--- src/rtl/rs232_pkg.sv ---
// Shared types and constants for the RS-232 receiver.
package rs232_pkg;

    typedef enum logic [1:0] {
        IDLE  = 2'd0,
        START = 2'd1,
        DATA  = 2'd2,
        STOP  = 2'd3
    } rs232_state_e;

    localparam int unsigned DATA_BITS = 8;
    localparam int unsigned STOP_BITS = 1;

endpackage

--- src/rtl/rs232_bit_timer.sv ---
// Down-counting bit timer: loads on strobe, pulses o_expire when the count
// reaches 1 and reloads itself from i_load_val in that same cycle.
module rs232_bit_timer #(
    parameter int unsigned TW = 5
) (
    input  logic          Clk,
    input  logic          Rst,
    input  logic [TW-1:0] i_load_val,
    input  logic          i_load,
    output logic          o_expire
);

    logic [TW-1:0] r_count;

    assign o_expire = (r_count == TW'(1));

    // Count down; reload on explicit load or on expiry, park at zero after reset
    always_ff @(posedge Clk or posedge Rst) begin
        if (Rst) begin
            r_count <= '0;
        end else if (i_load || o_expire) begin
            r_count <= i_load_val;
        end else if (r_count != '0) begin
            r_count <= r_count - 1'b1;
        end
    end

endmodule

--- src/rtl/rs232_rx.sv ---
// RS-232 8N1 receiver with a single-byte holding register, sticky overrun
// flag and a one-cycle framing-error pulse.
module rs232_rx
    import rs232_pkg::*;
#(
    parameter int unsigned CLK_HZ = 20_000_000,
    parameter int unsigned BAUD   = 115_200
) (
    input  logic                 Clk,
    input  logic                 Rst,
    input  logic                 RXD,
    output logic [DATA_BITS-1:0] Data_out,
    output logic                 Valid_out,
    input  logic                 Ack_in,
    output logic                 Overrun,
    output logic                 Framing_err
);

    localparam int unsigned BIT  = CLK_HZ / BAUD;
    localparam int unsigned HALF = BIT / 2;
    localparam int unsigned TW   = $clog2(BIT + 1);
    localparam int unsigned IW   = $clog2(DATA_BITS);

    logic                 r_sync1;
    logic                 r_sync2;
    logic                 r_prev;
    rs232_state_e         r_state;
    rs232_state_e         w_next;
    logic [IW-1:0]        r_idx;
    logic [DATA_BITS-1:0] r_shift;
    logic [DATA_BITS-1:0] r_data;
    logic                 r_valid;
    logic                 r_ovr;
    logic                 r_ferr;

    logic                 w_rxd_s;
    logic                 w_fall;
    logic                 w_expire;
    logic                 w_load;
    logic [TW-1:0]        w_load_val;
    logic                 w_sample;
    logic                 w_done;
    logic                 w_ferr;

    assign w_rxd_s    = r_sync2;
    assign w_fall     = r_prev & ~w_rxd_s;
    assign w_load_val = (r_state == IDLE) ? TW'(HALF) : TW'(BIT);

    assign Data_out    = r_data;
    assign Valid_out   = r_valid;
    assign Overrun     = r_ovr;
    assign Framing_err = r_ferr;

    rs232_bit_timer #(
        .TW(TW)
    ) u_timer (
        .Clk        (Clk),
        .Rst        (Rst),
        .i_load_val (w_load_val),
        .i_load     (w_load),
        .o_expire   (w_expire)
    );

    // Two-flop synchronizer plus previous-sample register for falling-edge detect
    always_ff @(posedge Clk or posedge Rst) begin
        if (Rst) begin
            r_sync1 <= 1'b1;
            r_sync2 <= 1'b1;
            r_prev  <= 1'b1;
        end else begin
            r_sync1 <= RXD;
            r_sync2 <= r_sync1;
            r_prev  <= r_sync2;
        end
    end

    // FSM state register
    always_ff @(posedge Clk or posedge Rst) begin
        if (Rst) begin
            r_state <= IDLE;
        end else begin
            r_state <= w_next;
        end
    end

    // Next-state decode and per-cycle strobes
    always_comb begin
        w_next   = r_state;
        w_load   = 1'b0;
        w_sample = 1'b0;
        w_done   = 1'b0;
        w_ferr   = 1'b0;
        case (r_state)
            IDLE: begin
                if (w_fall) begin
                    w_next = START;
                    w_load = 1'b1;
                end
            end
            START: begin
                if (w_expire) begin
                    w_next = w_rxd_s ? IDLE : DATA;
                end
            end
            DATA: begin
                if (w_expire) begin
                    w_sample = 1'b1;
                    if (r_idx == IW'(DATA_BITS - 1)) begin
                        w_next = STOP;
                    end
                end
            end
            STOP: begin
                if (w_expire) begin
                    w_next = IDLE;
                    if (w_rxd_s) begin
                        w_done = 1'b1;
                    end else begin
                        w_ferr = 1'b1;
                    end
                end
            end
            default: w_next = IDLE;
        endcase
    end

    // Bit index and LSB-first shift register
    always_ff @(posedge Clk or posedge Rst) begin
        if (Rst) begin
            r_idx   <= '0;
            r_shift <= '0;
        end else begin
            if (r_state != DATA) begin
                r_idx <= '0;
            end else if (w_sample) begin
                r_idx <= r_idx + 1'b1;
            end
            if (w_sample) begin
                r_shift[r_idx] <= w_rxd_s;
            end
        end
    end

    // Holding register handshake, sticky overrun and framing-error pulse
    always_ff @(posedge Clk or posedge Rst) begin
        if (Rst) begin
            r_data  <= '0;
            r_valid <= 1'b0;
            r_ovr   <= 1'b0;
            r_ferr  <= 1'b0;
        end else begin
            r_ferr <= w_ferr;
            if (w_done) begin
                if (!r_valid || Ack_in) begin
                    r_data  <= r_shift;
                    r_valid <= 1'b1;
                    r_ovr   <= 1'b0;
                end else begin
                    r_ovr <= 1'b1;
                end
            end else if (Ack_in && r_valid) begin
                r_valid <= 1'b0;
                r_ovr   <= 1'b0;
            end
        end
    end

endmodule

--- config.mk ---
export PLATFORM = sky130hd
export DESIGN_NAME = rs232_rx
export DESIGN_NICKNAME = d
export VERILOG_FILES = /design/src/rtl/rs232_pkg.sv /design/src/rtl/rs232_bit_timer.sv /design/src/rtl/rs232_rx.sv
export SDC_FILE = /design/constraint.sdc
export NUM_CORES = 1
export LEC_CHECK = 0
export CORE_MARGIN = 5
export CORE_UTILIZATION = 50
export CTS_CLUSTER_DIAMETER = 50
export DETAILED_ROUTE_END_ITERATION = 6
export PLACE_DENSITY = 0.75
export SKIP_LAST_GASP = 1
export SYNTH_ARGS = -nofsm -noshare
export SYNTH_HDL_FRONTEND = slang
export SYNTH_SLANG_ARGS = --single-unit
--- constraint.sdc ---
create_clock -name Clk -period 2 [get_ports Clk]
set_clock_uncertainty 0.05 [all_clocks]
set_input_delay 0.4 -clock Clk [delete_from_list [all_inputs] [get_ports Clk]]
set_output_delay 0.4 -clock Clk [all_outputs]
set_load 0.02 [all_outputs]
## Word-level counts from Yosys, hierarchy flattened

Index checks and enable logic that the tools add are counted.

- Add/subtract/negate cells: 2
- Order comparisons: 2
- Equal/unequal tests: 12
- Muxes and demuxes: 30
- Bitwise logic cells: 2
- Reduce and logical (&&, ||, !) cells: 13

Operators with widths:

| cell | number |
|---|---|
| 8-bit 2-to-1 mux | 3 |
| 1-bit 2-to-1 mux | 16 |
| 2-bit 2-to-1 mux | 6 |
| 8-bit bitwise mux | 1 |
| 8-bit by 1-bit == test with 1-bit output, second input constant | 1 |
| 2-bit by 1-bit != test with 1-bit output, second input constant | 4 |
| 2-bit one-hot mux with 4 select lines | 1 |
| 8-bit nonzero test | 1 |
| 8-bit by 1-bit subtractor with 8-bit output, second input constant | 1 |
| 3-bit 2-to-1 mux | 2 |
| 2-bit != test, second input constant | 3 |
| 2-bit nonzero test | 3 |
| 5-bit AND reduction | 1 |
| 2-bit == test, second input constant | 2 |
| 3-bit by 4-bit < comparator with 1-bit output, second input constant | 1 |
| 2-bit AND reduction | 2 |
| 3-bit by 1-bit adder with 3-bit output, second input constant | 1 |
| 1-bit demux with 3-bit select | 1 |
| 3-bit == test, second input constant | 1 |
| 3-bit by 1-bit greater-or-equal comparator with 1-bit output, second input constant | 1 |
| 2-bit by 1-bit == test with 1-bit output, second input constant | 1 |
| 1-bit logical AND | 2 |
| 2-bit logical NOT | 1 |
| 1-bit logical OR | 2 |
| other kinds (3) | 3 |

- Bits in registers: 35
- Input bits: 4
- Output and inout bits: 11
- Word-level logic and storage cells: 72

## Logic depth before layout (Yosys ltp)

- Depth in word-level cells: 6
- Depth in mapped cells: 6
- Mapped depth without buffers: 6

## By module

Synthesis repeated with hierarchy kept, for this count alone.

- Cells, all modules: 143
- Area, all modules: 1,685.4 µm²

Modules (own cells, without submodules):

| module | instances | cells an instance | area an instance (µm²) | seq. area each (µm²) |
|---|---|---|---|---|
| rs232_rx | 1 | 90 | 1,173.6 | 679.4 |
| rs232_bit_timer | 1 | 53 | 511.7 | 200.2 |

## Worst setup path before layout

OpenSTA, ideal clock, no wires.

- Kind: register to register
- Start: register u_timer.r_count[2]
- End: register r_shift[1]
- Library setup time: 128 ps
- Arrival: 1,950 ps
- Data required time: 1,822 ps
- Path slack: -128 ps
- Stages on the path, launching flop included: 6
- Buffers on the path: 1
- Clock period less this slack: 2,128 ps
- Cell sequence: dfrtp_1 > or4_1 > buf_2 > nor4_4 > and4bb_2 > mux2_1

- Longest elaborated chain between the ends: 3

RTL lines:

| item | RTL line | text |
|---|---|---|
| start: declaration | rs232_bit_timer.sv:13 | `logic [TW-1:0] r_count;` |
| start signal: assignment | rs232_bit_timer.sv:22 | `r_count <= i_load_val;` |
| start signal: assignment | rs232_bit_timer.sv:24 | `r_count <= r_count - 1'b1;` |
| 8-bit by 1-bit == test with 1-bit output | rs232_bit_timer.sv:15 | `assign o_expire = (r_count == TW'(1));` |
| 1-bit 2-to-1 mux | rs232_rx.sv:106 | `if (w_expire) begin` |
| 1-bit 2-to-1 mux | rs232_rx.sv:93 | `case (r_state)` |
| end signal: indexed assignment | rs232_rx.sv:139 | `r_shift[r_idx] <= w_rxd_s;` |
| end: declaration | rs232_rx.sv:30 | `logic [DATA_BITS-1:0] r_shift;` |

Every way passes these cells.
A chain may end at the register's enable or synchronous reset.

## Worst setup path in the final report

- Start: register u_timer.r_count[2]
- End: register r_shift[2]

Same word-level chain as after synthesis.

==> metrics.yaml <==
synthTopCellsByArea: "dfrtp_1 48%, mux2_2 11%, dfstp_2 4.7%, ha_1 3.8%, a21oi_1 1.8%"
yosys_warnings: 0
h-tree-depth: 2
endpoint_kind: "register"
finalMaxSlewViolations: 0
power_per_cell_area_nw_per_um2: 1027
synth_area_um2: 1663
slew_headroom_pct: 70.46
grt_max_degree: 36
fin_nets: 187
gp_congestion: 0.8408
clk_path_buf_depth: 2
rows: 21
worst_slack_ns: 0.04603
r2r_slack_ns: 0.05
setup_viol_count_final: 0
drt-initial-drc-count: 96
root_buffer: "clkbuf_4"
r2r_start: "u_timer.r_count[2]"
drive_gt1_share_pct: 37.99
arrival_ns: 2.14
worstMarginPinSlew_ns: 0.4431
grt_pass1_wl_um: 5720
num_vias: 1209
first_pass_iters: 4
rr_endpoint: "r_shift[2]"
fillCellCount: 267
ys.flop_type: "dfrtp_1"
grt_pass1_vias: 1244
yosysSeqAreaShare_pct: 52.90
io_buffers: 14
min_period_ns: 1.954
cts_tree: "built"
syn-num-nets: 147
cp_slowest_cell: "or4_4"
crit_cells: 4
die_area_um2: 4579
die_w_um: 67.67
multiInputGateArea_um2: 782.0
drtAntennaViolNets: 0
endpoint: "r_shift[2]"
synth_cell_types: 39
antenna_found_initial: 0
syn2layout_area_growth_pct: 29.19
cp_cell_sequence: "or4_4 > nor4_4 > and4bb_1 > mux2_2"
leakage_nw: 0.9746
synth_edf_count: 0
clk_latency_ns: 0.36
totalWireLength_um: 3375
yosysTopAreaCell: "dfrtp_1"
numClockSinks: 35
cts_hold_buf: 0
cap_violations: 0
power_w: 0.002207
via_per_inst: 5.373
io_pins: 15
critical_path_required_ns: 2.19
rr_worst_depth: 4
place_ws_ns: -0.07996
cp_top_family: "simple AND/OR/NAND/NOR gates"
gr-total-overflow: 0
cp-start-kind: "register"
rsz0062_at_grt: "true"
post-route-period-util_pct: 97.70
start_util_pct: 50.63
crit_buf_inv: 0
cpPeakStageDelay_ns: 0.59
clk_pin_slew_worst_paths_ns: 0.11
cp_max_fo: 5
register_area_um2: 879.6
ys_seq_elements: 35
vdd_drop_max_v: 0.0006587
dieHeight_um: 67.67
wl_per_cell_um: 15.00
hp-start: "r_sync1"
yosysTopAreaCellShare_pct: 48.16
status: "complete, no violations"
core-area_um2: 3284
syn_inst: 138
setup_tns_ns: 0
num_antenna_cells: 0
min_path_type: "register to register"
grt_usage_pct: 17.46
crit_start: "u_timer.r_count[2]"
async_reset_ff_share_pct: 100.0
fmax_ghz: 0.5118
drc: 0
crit_type: "register to register"
cts_made_buffers: 5
dp_hpwl_um: 2312
hold_viol: 0
postSynthAreaPerCell_um2: 12.05
## final cells by class
type / count / area share [%]
sequential: 35 / 40.94
multi-input combinational: 93 / 36.40
timing repair buffer: 37 / 15.14
tap: 46 / 2.679
clock inverter: 3 / 2.038
clock buffer: 5 / 1.747
inverter: 6 / 1.048
## state kept, by name, summed over array words and instances (netlist names), named ones only
register         cells
Framing_err          1
Valid_out            1
r_prev               1
r_idx                3
r_state              1
Overrun              1
u_timer.r_count      8
r_sync2              1
r_shift              8
r_sync1              1
Data_out             8
## synthesized netlist by cell type (all sizes together), types with 2 or more instances
library cell	instances
nor2	8
dfstp	3
a21oi	7
xnor2	3
nand3	5
nand2	6
mux2	17
nor3b	4
xor2	3
inv	6
o21ai	6
nand4b	3
and4bb	3
dfrtp	32
nor4	3
or4	2
nor3	2
nand2b	2
clkbuf	3
ha	5
mux2i	3
## per-stage QoR
stage / std cells / cell area (um2) / hold slack [ns] / utilization, %
after floorplan: 138 / 1663 / 0.2952 / -
after global placement: 211 / 1984 / 0.2957 / 60.42
after detailed placement: 211 / 1984 / 0.2978 / 60.42
after CTS: 220 / 2082 / 0.3146 / 63.39
after global routing: 225 / 2148 / 0.3201 / 65.41
final: 225 / 2148 / 0.3130 / 65.41
## placed cells by master (no fill, tap or decap), drive strengths merged
cell type	instances
dfrtp	32
buf	23
mux2	17
clkdlybuf4s50	14
nor2	8
a21oi	7
o21ai	6
nand2	6
inv	6
clkbuf	5
nand3	5
ha	5
nor3b	4
mux2i	3
xnor2	3
xor2	3
nand4b	3
dfstp	3
and4bb	3
nor4	3
nand2b	2
or4	2
nor3	2
clkinv	2
a21o	1
nor4b	1
or2	1
or4b	1
or3	1
a31o	1
a21boi	1
a311oi	1
and4	1
nand3b	1
nand4	1
bufinv	1
## how the worst min path moves through the flow
stage                          to  cells past startpoint  slack (ns)
after detailed placement  r_sync2                      0        0.30
after global placement    r_sync2                      0        0.30
after CTS                 r_sync2                      0        0.31
final                     r_sync2                      0        0.31
after global routing      r_sync2                      0        0.32
after floorplan           r_sync2                      0        0.30
## cell families after synthesis
family,count (synthesis),synth area share [%]
DFF,35,52.90
and+or+nand+nor,45,18.44
xor gates and xnor gates,6,3.161
adders and majority gates,5,3.762
muxes,20,13.32
buffers and inverters,10,2.332
AOI/OAI and AO/OA,17,6.096
## timing repair
action / in CTS / in global routing
gates resized for setup: 2 / 9
pin swaps: 0 / 3
setup endpoints to repair: 9 / 20
setup buffers: 1 / 5
## per-layer routing
metal | track usage [%] | routed length (um) | up-vias | share of wire (%)
met2 | 26.97 | 1696 | 30 | 50
li1 | - | - | 574 | -
met5 | 0 | 0 | - | 0
met3 | 6.988 | 168 | 5 | 5.0
met4 | 6.329 | 39 | 0 | 1.2
met1 | 21.94 | 1471 | 600 | 44
## where the power goes
group          internal (W)  total [W]  switching (W)
Sequential         0.000810   0.000905      0.0000951
Combinational      0.000402   0.000784       0.000382
Clock              0.000263   0.000518       0.000255
Total               0.00148    0.00221       0.000732
Power figures use the tool's default switching activity.
